==> src/rtl/trigger_pkg.sv <==
// rtl/trigger_pkg.sv - shared types and helpers for the multi-stage capture trigger
// Contents:
//   TRIG_SAMPLE_W / TRIG_COUNT_W : field widths of the stored stage configuration
//   stage_cfg_t                  : one stage's rise/fall/level conditions, repeat count, last flag
//   trig_state_t                 : sequencer FSM states (ST_DELAY only with TRIG_DELAY_EN)
//   stage_w()                    : stage index width, minimum 1 bit
package trigger_pkg;

    localparam int TRIG_SAMPLE_W = 8;
    localparam int TRIG_COUNT_W  = 16;

    typedef struct packed {
        logic [TRIG_SAMPLE_W-1:0] rise;
        logic [TRIG_SAMPLE_W-1:0] fall;
        logic [TRIG_SAMPLE_W-1:0] lvl_mask;
        logic [TRIG_SAMPLE_W-1:0] lvl_val;
        logic [TRIG_COUNT_W-1:0]  count;
        logic                     last;
    } stage_cfg_t;

    typedef enum logic [2:0] {
        ST_IDLE,
        ST_PRIME,
        ST_ARMED,
`ifdef TRIG_DELAY_EN
        ST_DELAY,
`endif
        ST_FIRE
    } trig_state_t;

    function automatic int stage_w(input int n);
        return (n <= 2) ? 1 : $clog2(n);
    endfunction

endpackage

==> src/rtl/trigger_stage_match.sv <==
// rtl/trigger_stage_match.sv - combinational match of one stage's conditions against a sample
// Ports:
//   rise, fall       : per-channel edge selects (both set = any edge)
//   lvl_mask, lvl_val: per-channel level check enable and required level
//   data, prev       : current sample and previous valid sample
//   match            : every channel satisfies all of its selected conditions
module trigger_stage_match #(
    parameter int SAMPLE_WIDTH = 8
) (
    input  logic [SAMPLE_WIDTH-1:0] rise,
    input  logic [SAMPLE_WIDTH-1:0] fall,
    input  logic [SAMPLE_WIDTH-1:0] lvl_mask,
    input  logic [SAMPLE_WIDTH-1:0] lvl_val,
    input  logic [SAMPLE_WIDTH-1:0] data,
    input  logic [SAMPLE_WIDTH-1:0] prev,
    output logic                    match
);

    logic [SAMPLE_WIDTH-1:0] edge_ok;
    logic [SAMPLE_WIDTH-1:0] lvl_ok;

    // With rise and fall both selected the two terms OR to data^prev.
    assign edge_ok = ~(rise | fall) | (rise & data & ~prev) | (fall & ~data & prev);
    assign lvl_ok  = ~lvl_mask | ~(data ^ lvl_val);
    assign match   = &(edge_ok & lvl_ok);

endmodule

==> src/rtl/trigger_sequencer.sv <==
// rtl/trigger_sequencer.sv - multi-stage sequential capture trigger producing a one-clock run pulse
// Optional feature macro: TRIG_DELAY_EN (adds load_delay/cfg_delay and a post-match delay state)
// Ports:
//   clock, reset_n          : clock, async active-low reset
//   valid, dataIn           : sample strobe and sample bus
//   arm, abort              : start sequence at stage 0 / return to idle without firing
//   load, load_stage, cfg_* : write one stage's configuration (accepted in idle only)
//   load_delay, cfg_delay   : post-trigger delay in valid samples (TRIG_DELAY_EN only)
//   run                     : one-clock trigger pulse to capture control
//   armed, stage            : sequencer active flag and current stage index
module trigger_sequencer
    import trigger_pkg::*;
#(
    parameter int  SAMPLE_WIDTH = TRIG_SAMPLE_W,
    parameter int  NUM_STAGES   = 4,
    parameter int  COUNT_WIDTH  = TRIG_COUNT_W,
    parameter int  DELAY_WIDTH  = 16,
    localparam int STAGE_W      = stage_w(NUM_STAGES)
) (
    input  logic                    clock,
    input  logic                    reset_n,
    input  logic                    valid,
    input  logic                    arm,
    input  logic                    abort,
    input  logic                    load,
    input  logic [STAGE_W-1:0]      load_stage,
    input  logic [SAMPLE_WIDTH-1:0] cfg_rise,
    input  logic [SAMPLE_WIDTH-1:0] cfg_fall,
    input  logic [SAMPLE_WIDTH-1:0] cfg_lvl_mask,
    input  logic [SAMPLE_WIDTH-1:0] cfg_lvl_val,
    input  logic [COUNT_WIDTH-1:0]  cfg_count,
    input  logic                    cfg_last,
`ifdef TRIG_DELAY_EN
    input  logic                    load_delay,
    input  logic [DELAY_WIDTH-1:0]  cfg_delay,
`endif
    input  logic [SAMPLE_WIDTH-1:0] dataIn,
    output logic                    run,
    output logic                    armed,
    output logic [STAGE_W-1:0]      stage
);

    stage_cfg_t              cfg_q [NUM_STAGES];
    stage_cfg_t              cur;
    trig_state_t             state_q, state_d;
    logic [STAGE_W-1:0]      stage_q, stage_d;
    logic [COUNT_WIDTH-1:0]  mcount_q, mcount_d;
    logic [SAMPLE_WIDTH-1:0] prev_q;
    logic                    stage_hit;
    logic                    is_final;
`ifdef TRIG_DELAY_EN
    logic [DELAY_WIDTH-1:0]  delay_q;
    logic [DELAY_WIDTH-1:0]  dcount_q, dcount_d;
`endif

    assign cur      = cfg_q[stage_q];
    assign is_final = cur.last || (32'(stage_q) == NUM_STAGES - 1);

    trigger_stage_match #(.SAMPLE_WIDTH(SAMPLE_WIDTH)) u_match (
        .rise     (cur.rise),
        .fall     (cur.fall),
        .lvl_mask (cur.lvl_mask),
        .lvl_val  (cur.lvl_val),
        .data     (dataIn),
        .prev     (prev_q),
        .match    (stage_hit)
    );

    // Configuration storage and previous-sample register.
    always_ff @(posedge clock or negedge reset_n) begin
        if (!reset_n) begin
            for (int i = 0; i < NUM_STAGES; i++) cfg_q[i] <= '0;
            prev_q <= '0;
`ifdef TRIG_DELAY_EN
            delay_q <= '0;
`endif
        end else begin
            if (valid) prev_q <= dataIn;
            if (load && state_q == ST_IDLE && 32'(load_stage) < NUM_STAGES)
                cfg_q[load_stage] <= '{rise: cfg_rise, fall: cfg_fall, lvl_mask: cfg_lvl_mask,
                                       lvl_val: cfg_lvl_val, count: cfg_count, last: cfg_last};
`ifdef TRIG_DELAY_EN
            if (load_delay && state_q == ST_IDLE) delay_q <= cfg_delay;
`endif
        end
    end

    always_ff @(posedge clock or negedge reset_n) begin
        if (!reset_n) begin
            state_q  <= ST_IDLE;
            stage_q  <= '0;
            mcount_q <= '0;
`ifdef TRIG_DELAY_EN
            dcount_q <= '0;
`endif
        end else begin
            state_q  <= state_d;
            stage_q  <= stage_d;
            mcount_q <= mcount_d;
`ifdef TRIG_DELAY_EN
            dcount_q <= dcount_d;
`endif
        end
    end

    always_comb begin
        state_d  = state_q;
        stage_d  = stage_q;
        mcount_d = mcount_q;
`ifdef TRIG_DELAY_EN
        dcount_d = dcount_q;
`endif
        if (abort) begin
            state_d  = ST_IDLE;
            stage_d  = '0;
            mcount_d = '0;
`ifdef TRIG_DELAY_EN
            dcount_d = '0;
`endif
        end else if (arm) begin
            state_d  = ST_PRIME;
            stage_d  = '0;
            mcount_d = '0;
`ifdef TRIG_DELAY_EN
            dcount_d = '0;
`endif
        end else begin
            case (state_q)
                // First sample after arm only seeds prev_q.
                ST_PRIME: if (valid) state_d = ST_ARMED;
                ST_ARMED: begin
                    if (valid && stage_hit) begin
                        if (mcount_q == cur.count) begin
                            mcount_d = '0;
                            if (is_final) begin
`ifdef TRIG_DELAY_EN
                                dcount_d = '0;
                                state_d  = (delay_q == '0) ? ST_FIRE : ST_DELAY;
`else
                                state_d  = ST_FIRE;
`endif
                            end else begin
                                stage_d = stage_q + 1'b1;
                            end
                        end else begin
                            mcount_d = mcount_q + 1'b1;
                        end
                    end
                end
`ifdef TRIG_DELAY_EN
                ST_DELAY: begin
                    if (valid) begin
                        if (dcount_q == delay_q - 1'b1) state_d = ST_FIRE;
                        else dcount_d = dcount_q + 1'b1;
                    end
                end
`endif
                ST_FIRE: begin
                    state_d = ST_IDLE;
                    stage_d = '0;
                end
                default: ;
            endcase
        end
    end

    assign run   = (state_q == ST_FIRE);
`ifdef TRIG_DELAY_EN
    assign armed = (state_q == ST_PRIME) || (state_q == ST_ARMED) || (state_q == ST_DELAY);
`else
    assign armed = (state_q == ST_PRIME) || (state_q == ST_ARMED);
`endif
    assign stage = stage_q;

endmodule

==> config.mk <==
export PLATFORM = sky130hd
export DESIGN_NAME = trigger_sequencer
export DESIGN_NICKNAME = d
export VERILOG_FILES = /design/src/rtl/trigger_pkg.sv /design/src/rtl/trigger_stage_match.sv /design/src/rtl/trigger_sequencer.sv
export SDC_FILE = /design/constraint.sdc
export NUM_CORES = 1
export LEC_CHECK = 0
export BUFFER_PORTS_ARGS = -buffer_cell sky130_fd_sc_hd__buf_2
export CAP_MARGIN = 15
export CELL_PAD_IN_SITES_DETAIL_PLACEMENT = 0
export CELL_PAD_IN_SITES_GLOBAL_PLACEMENT = 1
export CORE_ASPECT_RATIO = 0.7
export CORE_MARGIN = 3
export CORE_UTILIZATION = 48
export CTS_BUF_LIST = sky130_fd_sc_hd__clkbuf_4 sky130_fd_sc_hd__clkbuf_8
export DETAILED_ROUTE_END_ITERATION = 12
export HOLD_SLACK_MARGIN = 0.06
export PLACE_DENSITY_LB_ADDON = 0.1
export SYNTH_ARGS = -nofsm -noshare
export SYNTH_HDL_FRONTEND = slang
export SYNTH_HIERARCHICAL = 1
export SYNTH_SLANG_ARGS = --single-unit
==> constraint.sdc <==
create_clock -name clock -period 4 [get_ports clock]
set_input_delay 0.8 -clock clock [delete_from_list [all_inputs] [get_ports clock]]
set_output_delay 0.8 -clock clock [all_outputs]
set_load 0.02 [all_outputs]
Word-level counts from Yosys, hierarchy flattened
Index checks and enable logic that the tools add are counted.
{"block": "word_totals", "register_bits": 225, "in_bits": 65, "out_inout_bits": 4}
{"block": "op_classes", "n_addsub": 2, "magnitude_cmp": 3, "n_eq_ne": 10, "muxes": 24, "bitwise_logic": 17, "reduce_logical": 14}
{"op": "$bwmux W196", "n": 1}
{"op": "$mux W49", "n": 3}
{"op": "$bmux W49 S2", "n": 1}
{"op": "$demux W49 S2", "n": 1}
{"op": "$mux W16", "n": 5}
{"op": "$and A8 B8 Y8", "n": 5}
{"op": "$not A8 Y8", "n": 5}
{"op": "$or A8 B8 Y8", "n": 4}
{"op": "$ne A4 B4 Y1 const B", "n": 5}
{"op": "$mux W3", "n": 6}
{"op": "$add A16 B1 Y16 const B", "n": 1}
{"op": "$eq A16 B16 Y1", "n": 1}
{"op": "$mux W2", "n": 5}
{"op": "$pmux W3 S3", "n": 1}
{"op": "$reduce_and A8 Y1", "n": 1}
{"op": "$xor A8 B8 Y8", "n": 1}
{"op": "$eq A3 B2 Y1 const B", "n": 2}
{"op": "$ge A3 B3 Y1 const B", "n": 2}
{"op": "$not A2 Y3", "n": 2}
{"op": "$reduce_bool A3 Y1", "n": 2}
{"op": "$reduce_and A5 Y1", "n": 1}
{"op": "$reduce_bool A5 Y1", "n": 1}
{"op": "$pmux W2 S2", "n": 1}
{"op": "$reduce_and A4 Y1", "n": 1}
{"op": "other kinds (9)", "n": 12}

Longest topological paths before layout
Gate-level depths: netlist of the first run.
{"block": "depth", "depth_word": 15, "mapped_depth": 15}

Cells and area by module
Netlist of the first run, hierarchy kept.
{"mod": "trigger_sequencer", "n_inst": 1, "cells_per_inst": 669, "area_each_um2": 10097.2, "seq_area_each_um2": 5605.4}
{"mod": "trigger_stage_match", "n_inst": 1, "cells_per_inst": 41, "area_each_um2": 309.0, "seq_area_each_um2": 0.0}

Worst setup path before layout of the first run
No wires, ideal clock.
{"block": "synth_timing", "path_kind": "reg2reg", "start": "register stage_q[0] (netlist: stage[0])", "end": "register mcount_q[15]", "setup_time_ns": 0.128, "arrival_ns": 3.781, "t_required_ns": 3.872, "setup_slack_ns": 0.091, "stages_incl_launch_ff": 15, "path_buffers": 3, "synth_period_minus_slack_ns": 3.909, "cell_sequence": "dfrtp_1 buf_4 buf_2 buf_1 mux4_2 xor2_1 a22oi_2 nand4_1 nor3_2 nand3_1 a211oi_1 nand2_1 nor2_1 xnor2_1 nor2_1"}
{"item": "start, declared", "line": "trigger_sequencer.sv:46", "source": "logic [STAGE_W-1:0] stage_q, stage_d;"}
{"item": "start signal, assigned", "line": "trigger_sequencer.sv:98", "source": "stage_q <= stage_d;"}
{"item": "end signal, assigned", "line": "trigger_sequencer.sv:99", "source": "mcount_q <= mcount_d;"}
{"item": "end, declared", "line": "trigger_sequencer.sv:47", "source": "logic [COUNT_WIDTH-1:0] mcount_q, mcount_d;"}

==> results of run 1 <==
## where the power goes
part           leakage (nW)  internal (mW)  switching, mW
Clock                 0.442           1.29          0.920
Combinational          1.89          0.733          0.454
Sequential             2.70           2.85          0.297
Total                  5.03           4.87           1.67
## flip-flops by register name (all words and copies together) (netlist names)
register,count
cfg_q,196
state_q,2
stage,2
mcount_q,16
prev_q,8
## final timing paths
check                                    end  depth (start not counted)  slack, ps
worst max-delay path            mcount_q[15]                         11        320
worst min-delay path              cfg_q[194]                          1        400
worst max register to register  mcount_q[15]                         11        320
worst min register to register    cfg_q[100]                          1        500
max in group asynchronous          cfg_q[17]                          2       2610
min in group clock                cfg_q[100]                          1        500
## kinds of logic after synthesis
| group | after synthesis | share of synthesized area (%) |
|---|---|---|
| AOI/OAI and AO/OA | 38 | 2.669 |
| xor gates and xnor gates | 28 | 2.357 |
| adders and majority gates | 6 | 0.7214 |
| buffers and inverters | 45 | 1.767 |
| DFF | 224 | 53.87 |
| muxes | 254 | 32.79 |
| and+or+nand+nor | 115 | 5.832 |
## cells in the final DEF (no fill, tap or decap), types with 8 or more instances in the layout
cell / n
buf_4: 12
nand3b_1: 10
dfrtp_1: 222
clkbuf_8: 52
mux4_2: 49
xor2_1: 25
nand3_1: 18
clkbuf_4: 9
mux2_2: 204
nand2_1: 33
buf_2: 67
nor2_1: 15
o221ai_1: 8
nor3_1: 8
a21oi_1: 8
## metrics by stage
stage | setup WS (ps) | std cells
CTS | 319.9 | 1095
global route | 37.06 | 1095
detailed placement | 348.5 | 1027
global placement | 330.7 | 1027
finish | 321.8 | 1096
floorplan | 91.19 | 710
## area by class of cell
cell class	instances	share of cell area, %
inverters	4	0.1259
clock buffers	60	6.451
well taps	276	2.895
flip-flops and latches	224	47.03
repair buffers	82	4.017
clock inverters	8	0.5874
multi-input cells	441	38.87
diodes	1	0.02098
## routing by layer
metal  share of wire, %  up-vias  GRT usage [%]
met5              0.081        -              0
met4                1.4        4          4.476
met3                4.6       37          4.321
met2                 44      132          31.25
met1                 50     3330          31.79
li1                   -     2816              -
==> flow_metrics.py, run 1 <==
metrics = {
    "status": {
        "status": "completed",
    },
    "drt": {
        "drc": 0,
        "detail-route-antenna-nets": 0,
        "wl_um": 23550,
        "drt_iter0_drc": 440,
        "first_pass_iters": 5,
        "vias_per_cell": 5.766,
        "vias": 6319,
        "avgRoutedWirePerCell_um": 21.49,
    },
    "global_route": {
        "grt_overflow": 0,
        "first_global_vias": 6803,
        "grt_max_degree": 108,
        "grt_pass1_wl_um": 38430,
        "grt_antenna_before_repair": 2,
        "gr-usage-all-layers_pct": 20.85,
    },
    "job": {
        "max_cap_viol_count": 0,
    },
    "yosys": {
        "synth_common_cells": "dfrtp_1 (224), mux2_2 (204), mux4_2 (49), nand2_1 (35), clkbuf_1 (26)",
        "synth.distinct_cells": 46,
        "netlist_top_cells_area": "dfrtp_1 (54%), mux2_2 (22%), mux4_2 (11%)",
        "ys_ff_latch": 224,
        "yosys_warnings": 6,
        "ys.flop_type": "dfrtp_1",
        "netlist_instances": 710,
        "netlist.area_leader.share_pct": 53.87,
        "synth-async-reset-ratio_pct": 100.0,
        "synth_nets": 781,
        "syn_area_sq_mm": 0.01041,
        "synth-edff-count": 0,
        "yosys.cell_count.top_type": "dfrtp_1",
        "synth_area_leader_cell": "dfrtp_1",
        "ys_seq_area_share_pct": 53.87,
        "syn_area_per_cell_sq_um": 14.66,
    },
    "timing": {
        "finalSetupViolations": 0,
        "final_hold_viol_count": 0,
        "grt_setup_unrepaired": "no",
        "worst_pin_slew_ps": 864.1,
        "finalCritPeriodShare_pct": 91.95,
        "tns_ps": 0,
        "relSlewSlack_pct": 42.39,
        "final.min_clock_period_ps": 3678,
        "holdWs_ps": 402.8,
        "fmax_ghz": 0.2719,
        "drv_slew": 0,
        "clock_skew_ps": 21.81,
    },
    "final_layout": {
        "seqCellArea_sq_mm": 0.005610,
        "fin_area_sq_mm": 0.01193,
        "nNetsFinal": 861,
        "syn_to_final_growth_pct": 14.63,
        "multiInputGateArea_sq_mm": 0.004637,
        "layout-drive-gt1-share_pct": 50.92,
        "fillCellCount": 1732,
        "final_core_util_pct": 56.72,
    },
    "cts": {
        "cts_resized": 0,
        "cts_buffers": 37,
        "cts_tree": "done",
        "htreeDepth": 2,
        "cts_setup_buffers": 0,
        "ctsHoldBuffers": 0,
        "clock-root-buffer": "clkbuf_8",
        "clock_latency_ps": 520,
        "cts_buffer_depth": 3,
        "cts_sinks": 224,
        "clkTransAtPathRegs_ps": 60,
    },
    "worst_setup_path": {
        "cp-end-kind": "flop",
        "cp_slowest_cell": "dfrtp_4",
        "cp-startpoint": "stage[0]",
        "crit_required_ps": 4390,
        "arrival_ps": 4060,
        "start_kind": "flop",
        "cp_cell_sequence": "mux4_2, xor2_1, a22oi_1, nand4_1, nor3_2, nand3_1, a211oi_1, nand2_1, nor2_1, xnor2_1, nor2_1",
        "path_max_fanout": 26,
        "max_stage_delay_ps": 770,
        "critPathTopFamily": "simple AND/OR/NAND/NOR gates",
        "r2r-start": "stage[0]",
        "path_common_cell": "nor2_1",
        "path_buf_inv": 0,
        "setup.worst_path.class": "reg2reg",
    },
    "pwr": {
        "power_leakage_nw": 5.031,
        "p_per_area_mw_per_mm2": 547.9,
        "peakVddDrop_v": 0.0003841,
        "power.total_mw": 6.536,
    },
    "floorplanning": {
        "die_w_um": 182.0,
        "dieHeight_um": 129.2,
        "rows": 44,
        "initial_core_util_pct": 49.48,
        "io_pins": 69,
        "die-area_sq_mm": 0.02351,
        "core_region_area_sq_mm": 0.02103,
    },
    "place": {
        "port_buffers": 68,
        "place_congestion": 0.7845,
        "placed_cell_area_sq_mm": 0.01109,
        "place_hpwl_um": 15260,
    },
    "hold_path": {
        "hold_class": "in2async",
    },
}
No activity file was read; power rests on OpenSTA's default activity.
==> run 2: changes to the inputs <==
--- a/config.mk
+++ b/config.mk
@@ -10,7 +10,6 @@
 export CELL_PAD_IN_SITES_DETAIL_PLACEMENT = 0
 export CELL_PAD_IN_SITES_GLOBAL_PLACEMENT = 1
 export CORE_ASPECT_RATIO = 0.7
-export CORE_MARGIN = 3
 export CORE_UTILIZATION = 48
 export CTS_BUF_LIST = sky130_fd_sc_hd__clkbuf_4 sky130_fd_sc_hd__clkbuf_8
 export DETAILED_ROUTE_END_ITERATION = 12
==> flow_metrics.py, run 2 (synthesized netlist as in run 1, its figures left out) <==
metrics = {
    "status": {
        "status": "completed",
    },
    "floorplanning": {
        "die_w_um": 178.0,
        "dieHeight_um": 125.2,
        "core_region_area_sq_mm": 0.02098,
        "die-area_sq_mm": 0.02228,
        "rows": 44,
        "io_pins": 69,
        "initial_core_util_pct": 49.61,
    },
    "final_layout": {
        "nNetsFinal": 864,
        "layout_common_cells": "dfrtp_1 (222), mux2_2 (204), buf_2 (67)",
        "num_antenna_cells": 0,
        "fin_area_sq_mm": 0.01187,
        "reg_top3": "cfg_q (196), mcount_q (16), prev_q (8)",
        "fillCellCount": 1709,
        "largest-register": "cfg_q",
        "layout-drive-gt1-share_pct": 50.98,
        "final_core_util_pct": 56.59,
        "largest_register_ffs": 196,
        "stdcell_count": 1096,
        "syn_to_final_growth_pct": 14.07,
        "mostFrequentLayoutCell": "dfrtp_1",
    },
    "worst_setup_path": {
        "arrival_ps": 3940,
        "r2r_end": "mcount_q[15]",
        "r2r_cells": 12,
        "setup.worst_path.class": "reg2reg",
        "path_max_fanout": 15,
        "cp-end-kind": "flop",
        "r2r-start": "stage[0]",
        "ff2ff_setup_slack_ps": 450,
        "crit_required_ps": 4400,
        "start_kind": "flop",
    },
    "pwr": {
        "p_sw_mw": 1.679,
        "switching_share_pct": 26.21,
        "intPower_mw": 4.726,
        "power_leakage_nw": 5.002,
        "power_frac_clock_pct": 32.3,
        "peakVddDrop_v": 0.0002672,
        "power.total_mw": 6.405,
        "p_per_area_mw_per_mm2": 539.6,
        "pwr-share-comb_pct": 18.7,
        "seqPwrFrac_pct": 49.0,
    },
    "place": {
        "place_inst": 1029,
        "port_buffers": 68,
        "place_hpwl_um": 15780,
        "pre_cts_slack_ps": 294.8,
        "placed_cell_area_sq_mm": 0.01108,
        "place_congestion": 0.7961,
    },
    "timing": {
        "finalCritPeriodShare_pct": 88.64,
        "drv_slew": 0,
        "final_hold_viol_count": 0,
        "tns_ps": 0,
        "grt_setup_unrepaired": "no",
        "setup_ws_ps": 454.2,
        "worst_pin_slew_ps": 920.2,
        "fmax_ghz": 0.2820,
        "final.min_clock_period_ps": 3546,
        "clock_skew_ps": 23.98,
        "holdWs_ps": 374.1,
        "relSlewSlack_pct": 38.65,
        "finalSetupViolations": 0,
    },
    "cts": {
        "htreeDepth": 2,
        "cts_buffer_depth": 3,
        "cts_buffers": 37,
        "clock_latency_ps": 540,
        "ctsHoldBuffers": 0,
        "cts_tree": "done",
        "clock-root-buffer": "clkbuf_8",
        "cts_setup_buffers": 0,
        "clkTransAtPathRegs_ps": 60,
        "cts_resized": 0,
        "cts_sinks": 224,
    },
    "drt": {
        "wl_um": 24110,
        "drt_iter0_drc": 378,
        "first_pass_iters": 5,
        "avgRoutedWirePerCell_um": 21.99,
        "detail-route-antenna-nets": 0,
        "vias_per_cell": 5.828,
        "drc": 0,
        "vias": 6387,
    },
    "job": {
        "max_cap_viol_count": 0,
    },
    "hold_path": {
        "hold_class": "in2async",
    },
    "global_route": {
        "grt_pass1_wl_um": 38360,
        "grt_antenna_before_repair": 0,
        "grt_overflow": 0,
        "gr-usage-all-layers_pct": 22.70,
        "grt_max_degree": 112,
        "first_global_vias": 6835,
    },
}
-- run 2: layout make-up --
type	count	area, sq um	share of cell area [%]
repair buffers	85	501.7	4.227
clock buffers	59	718.2	6.050
flip-flops and latches	224	5610	47.26
multi-input cells	441	4632	39.02
well taps	276	345.3	2.909
inverters	4	15.01	0.1265
clock inverters	7	47.55	0.4005
-- run 2: how the worst max path moves through the flow --
stage | start | endpoint | slack, ps
2_1_floorplan | stage[0] | mcount_q[15] | 90
3_3_place_gp | stage[0] | mcount_q[15] | 360
3_5_place_dp | stage[0] | mcount_q[15] | 290
4_1_cts | stage[0] | mcount_q[15] | 240
5_1_grt | stage[0] | mcount_q[15] | 210
6_report | stage[0] | mcount_q[15] | 450
-- run 2: layer usage --
layer,vias up,wire length (um),global-route usage [%]
met5,-,0,0
met4,0,266,5.380
met3,30,1284,4.562
met2,168,10500,31.91
met1,3372,12060,35.92
li1,2817,-,-
-- run 2: worst max-delay path, cell delays in order (launching register included) --
cell and delay (ps):
dfrtp_4 650, buf_4 270, mux4_2 530, o221ai_1 210, and2_1 160, nand3_1 110, nor3_2 270, nand3_1 160
a211oi_1 610, nand2_1 110, nor2_1 130, xnor2_1 130, nor2_1 50
-- run 2: power groups by stage --
| stage | registers [mW] | logic (mW) | clock network (mW) |
|---|---|---|---|
| 2_1_floorplan | 3.05 | 0.923 | 0 |
| 5_1_grt | 3.21 | 1.30 | 2.23 |
| 3_3_place_gp | 3.14 | 1.15 | 0 |
| 3_5_place_dp | 3.18 | 1.21 | 0 |
| 4_1_cts | 3.14 | 1.21 | 2.12 |
| 6_report | 3.14 | 1.20 | 2.07 |
==> run 3: changes to the inputs <==
--- a/config.mk
+++ b/config.mk
@@ -13,6 +13,7 @@
 export CORE_UTILIZATION = 48
 export CTS_BUF_LIST = sky130_fd_sc_hd__clkbuf_4 sky130_fd_sc_hd__clkbuf_8
 export DETAILED_ROUTE_END_ITERATION = 12
+export GPL_TIMING_DRIVEN = 0
 export HOLD_SLACK_MARGIN = 0.06
 export PLACE_DENSITY_LB_ADDON = 0.1
 export SYNTH_ARGS = -nofsm -noshare
==> constraint.sdc (replaced) <==
create_clock -name clock -period 3.85 [get_ports clock]
set_input_delay 0.77 -clock clock [delete_from_list [all_inputs] [get_ports clock]]
set_output_delay 0.77 -clock clock [all_outputs]
set_load 0.02 [all_outputs]
==> flow_metrics.py, run 3 (synthesized netlist as in run 1, its figures left out) <==
metrics = {
    "status": {
        "status": "completed",
    },
    "worst_setup_path": {
        "crit_required_ps": 4240,
        "path_buf_inv": 2,
        "start_kind": "flop",
        "cp_slowest_cell": "dfrtp_2",
        "setup.worst_path.class": "reg2reg",
        "path_max_fanout": 10,
        "arrival_ps": 3970,
        "max_stage_delay_ps": 500,
        "cp-end-kind": "flop",
        "cp_cell_sequence": "clkbuf_4, buf_2, mux4_2, xor2_1, a22oi_1, nand4_1, nor3_4, nand2_1, or2_1, o22ai_1, mux2_1",
        "critPathTopFamily": "simple AND/OR/NAND/NOR gates",
    },
    "final_layout": {
        "layout_common_cells": "dfrtp_1 (223), mux2_2 (204), buf_2 (69)",
        "nNetsFinal": 888,
        "largest-register": "cfg_q",
        "layout-drive-gt1-share_pct": 48.69,
        "mostFrequentLayoutCell": "dfrtp_1",
        "final_core_util_pct": 57.00,
        "reg_top3": "cfg_q (196), mcount_q (16), prev_q (8)",
        "largest_register_ffs": 196,
        "syn_to_final_growth_pct": 14.89,
        "fin_area_sq_mm": 0.01196,
    },
    "global_route": {
        "grt_pass1_wl_um": 38670,
        "grt_antenna_before_repair": 1,
        "first_global_vias": 6898,
        "grt_overflow": 0,
        "gr-usage-all-layers_pct": 22.99,
        "grt_max_degree": 117,
    },
    "pwr": {
        "power_frac_clock_pct": 32.5,
        "intPower_mw": 4.925,
        "switching_share_pct": 26.08,
        "peakVddDrop_v": 0.0002738,
        "p_per_area_mw_per_mm2": 557.2,
        "p_sw_mw": 1.737,
        "seqPwrFrac_pct": 48.7,
        "pwr-share-comb_pct": 18.9,
        "power_leakage_nw": 5.020,
    },
    "drt": {
        "vias": 6435,
        "wl_um": 23920,
        "avgRoutedWirePerCell_um": 21.37,
        "drc": 0,
        "drt_iter0_drc": 383,
        "vias_per_cell": 5.751,
        "detail-route-antenna-nets": 0,
        "first_pass_iters": 4,
    },
    "floorplanning": {
        "die-area_sq_mm": 0.02228,
        "initial_core_util_pct": 49.61,
        "io_pins": 69,
        "rows": 44,
        "dieHeight_um": 125.2,
        "die_w_um": 178.0,
        "core_region_area_sq_mm": 0.02098,
    },
    "timing": {
        "holdWs_ps": 329.4,
        "setup_ws_ps": 271.2,
        "final_hold_viol_count": 0,
        "final.min_clock_period_ps": 3579,
        "finalCritPeriodShare_pct": 92.96,
        "tns_ps": 0,
        "worst_pin_slew_ps": 891.2,
        "drv_slew": 0,
        "clock_skew_ps": 28.51,
        "grt_setup_unrepaired": "no",
        "fmax_ghz": 0.2794,
        "relSlewSlack_pct": 40.59,
        "finalSetupViolations": 0,
    },
    "place": {
        "pre_cts_slack_ps": -1112,
        "place_congestion": 0.8346,
        "place_hpwl_um": 16610,
        "port_buffers": 68,
        "placed_cell_area_sq_mm": 0.01113,
    },
    "cts": {
        "ctsHoldBuffers": 0,
        "cts_buffers": 37,
        "clock_latency_ps": 530,
        "cts_buffer_depth": 3,
        "clkTransAtPathRegs_ps": 60,
        "clock-root-buffer": "clkbuf_8",
        "cts_sinks": 224,
        "cts_tree": "done",
        "htreeDepth": 2,
    },
    "job": {
        "max_cap_viol_count": 0,
    },
    "hold_path": {
        "hold_class": "in2async",
    },
}
## run 3: cell types whose count changed in the layout (fill, tap and decap cells not counted), sizes merged
| cell | change |
|---|---|
| buf | -2 |
| clkbuf | +27 |
| clkinv | -3 |
| clkinvlp | +1 |
| diode | +1 |
| inv | -1 |
## run 3: power by group through the flow
stage	logic, mW	registers (mW)	clock network, mW
4_1_cts	1.28	3.24	2.22
3_5_place_dp	1.27	3.29	0
5_1_grt	1.37	3.32	2.33
6_report	1.26	3.24	2.16
2_1_floorplan	0.959	3.17	0
3_3_place_gp	1.20	3.22	0
## run 3: path summary, 6_finish.rpt
path                       startpoint  slack, ps          to  cells after the start
min in group clock          cfg_q[44]        500   cfg_q[44]                      1
hold / removal                reset_n        330   cfg_q[96]                      1
setup reg to reg             stage[1]        270  state_q[1]                     11
max in group asynchronous     reset_n       2480   cfg_q[67]                      2
setup / recovery             stage[1]        270  state_q[1]                     11
hold reg to reg             cfg_q[44]        500   cfg_q[44]                      1
## run 3: metrics by stage
stage,cells,total power [mW]
detailed placement,1055,4.556
global placement,1054,4.427
CTS,1117,6.743
global route,1118,7.018
finish,1119,6.662
floorplan,710,4.133
## run 3: timing repair
item,CTS,global route
endpoints found under the setup margin,20,3
pin swaps,0,1
buffers inserted,0,1
resized for setup,20,5
## run 3: final cells by class
| cell class | count | area, sq um |
|---|---|---|
| antenna | 1 | 2.502 |
| buffer | 39 | 186.4 |
| multi-input combinational | 441 | 4648 |
| clock buffer | 60 | 732.0 |
| fill | 1699 | 9020 |
| tap | 276 | 345.3 |
| sequential | 224 | 5607 |
| clock inverter | 4 | 33.78 |
| timing repair buffer | 70 | 385.4 |
| inverter | 4 | 15.01 |
## run 3: layer usage
metal | vias up | share of wire (%) | global-route usage, %
met5 | - | 0 | 0
met4 | 0 | 1.6 | 5.430
met1 | 3382 | 49 | 34.50
li1 | 2869 | - | -
met3 | 34 | 5.0 | 4.197
met2 | 150 | 45 | 34.72
## run 3: worst register-to-register path, stage by stage, from the launching register on
cell and delay [ps]:
dfrtp_2 500, clkbuf_4 320, buf_2 330, mux4_2 380, xor2_1 160, a22oi_1 200
nand4_1 240, nor3_4 370, nand2_1 210, or2_1 280, o22ai_1 140, mux2_1 330
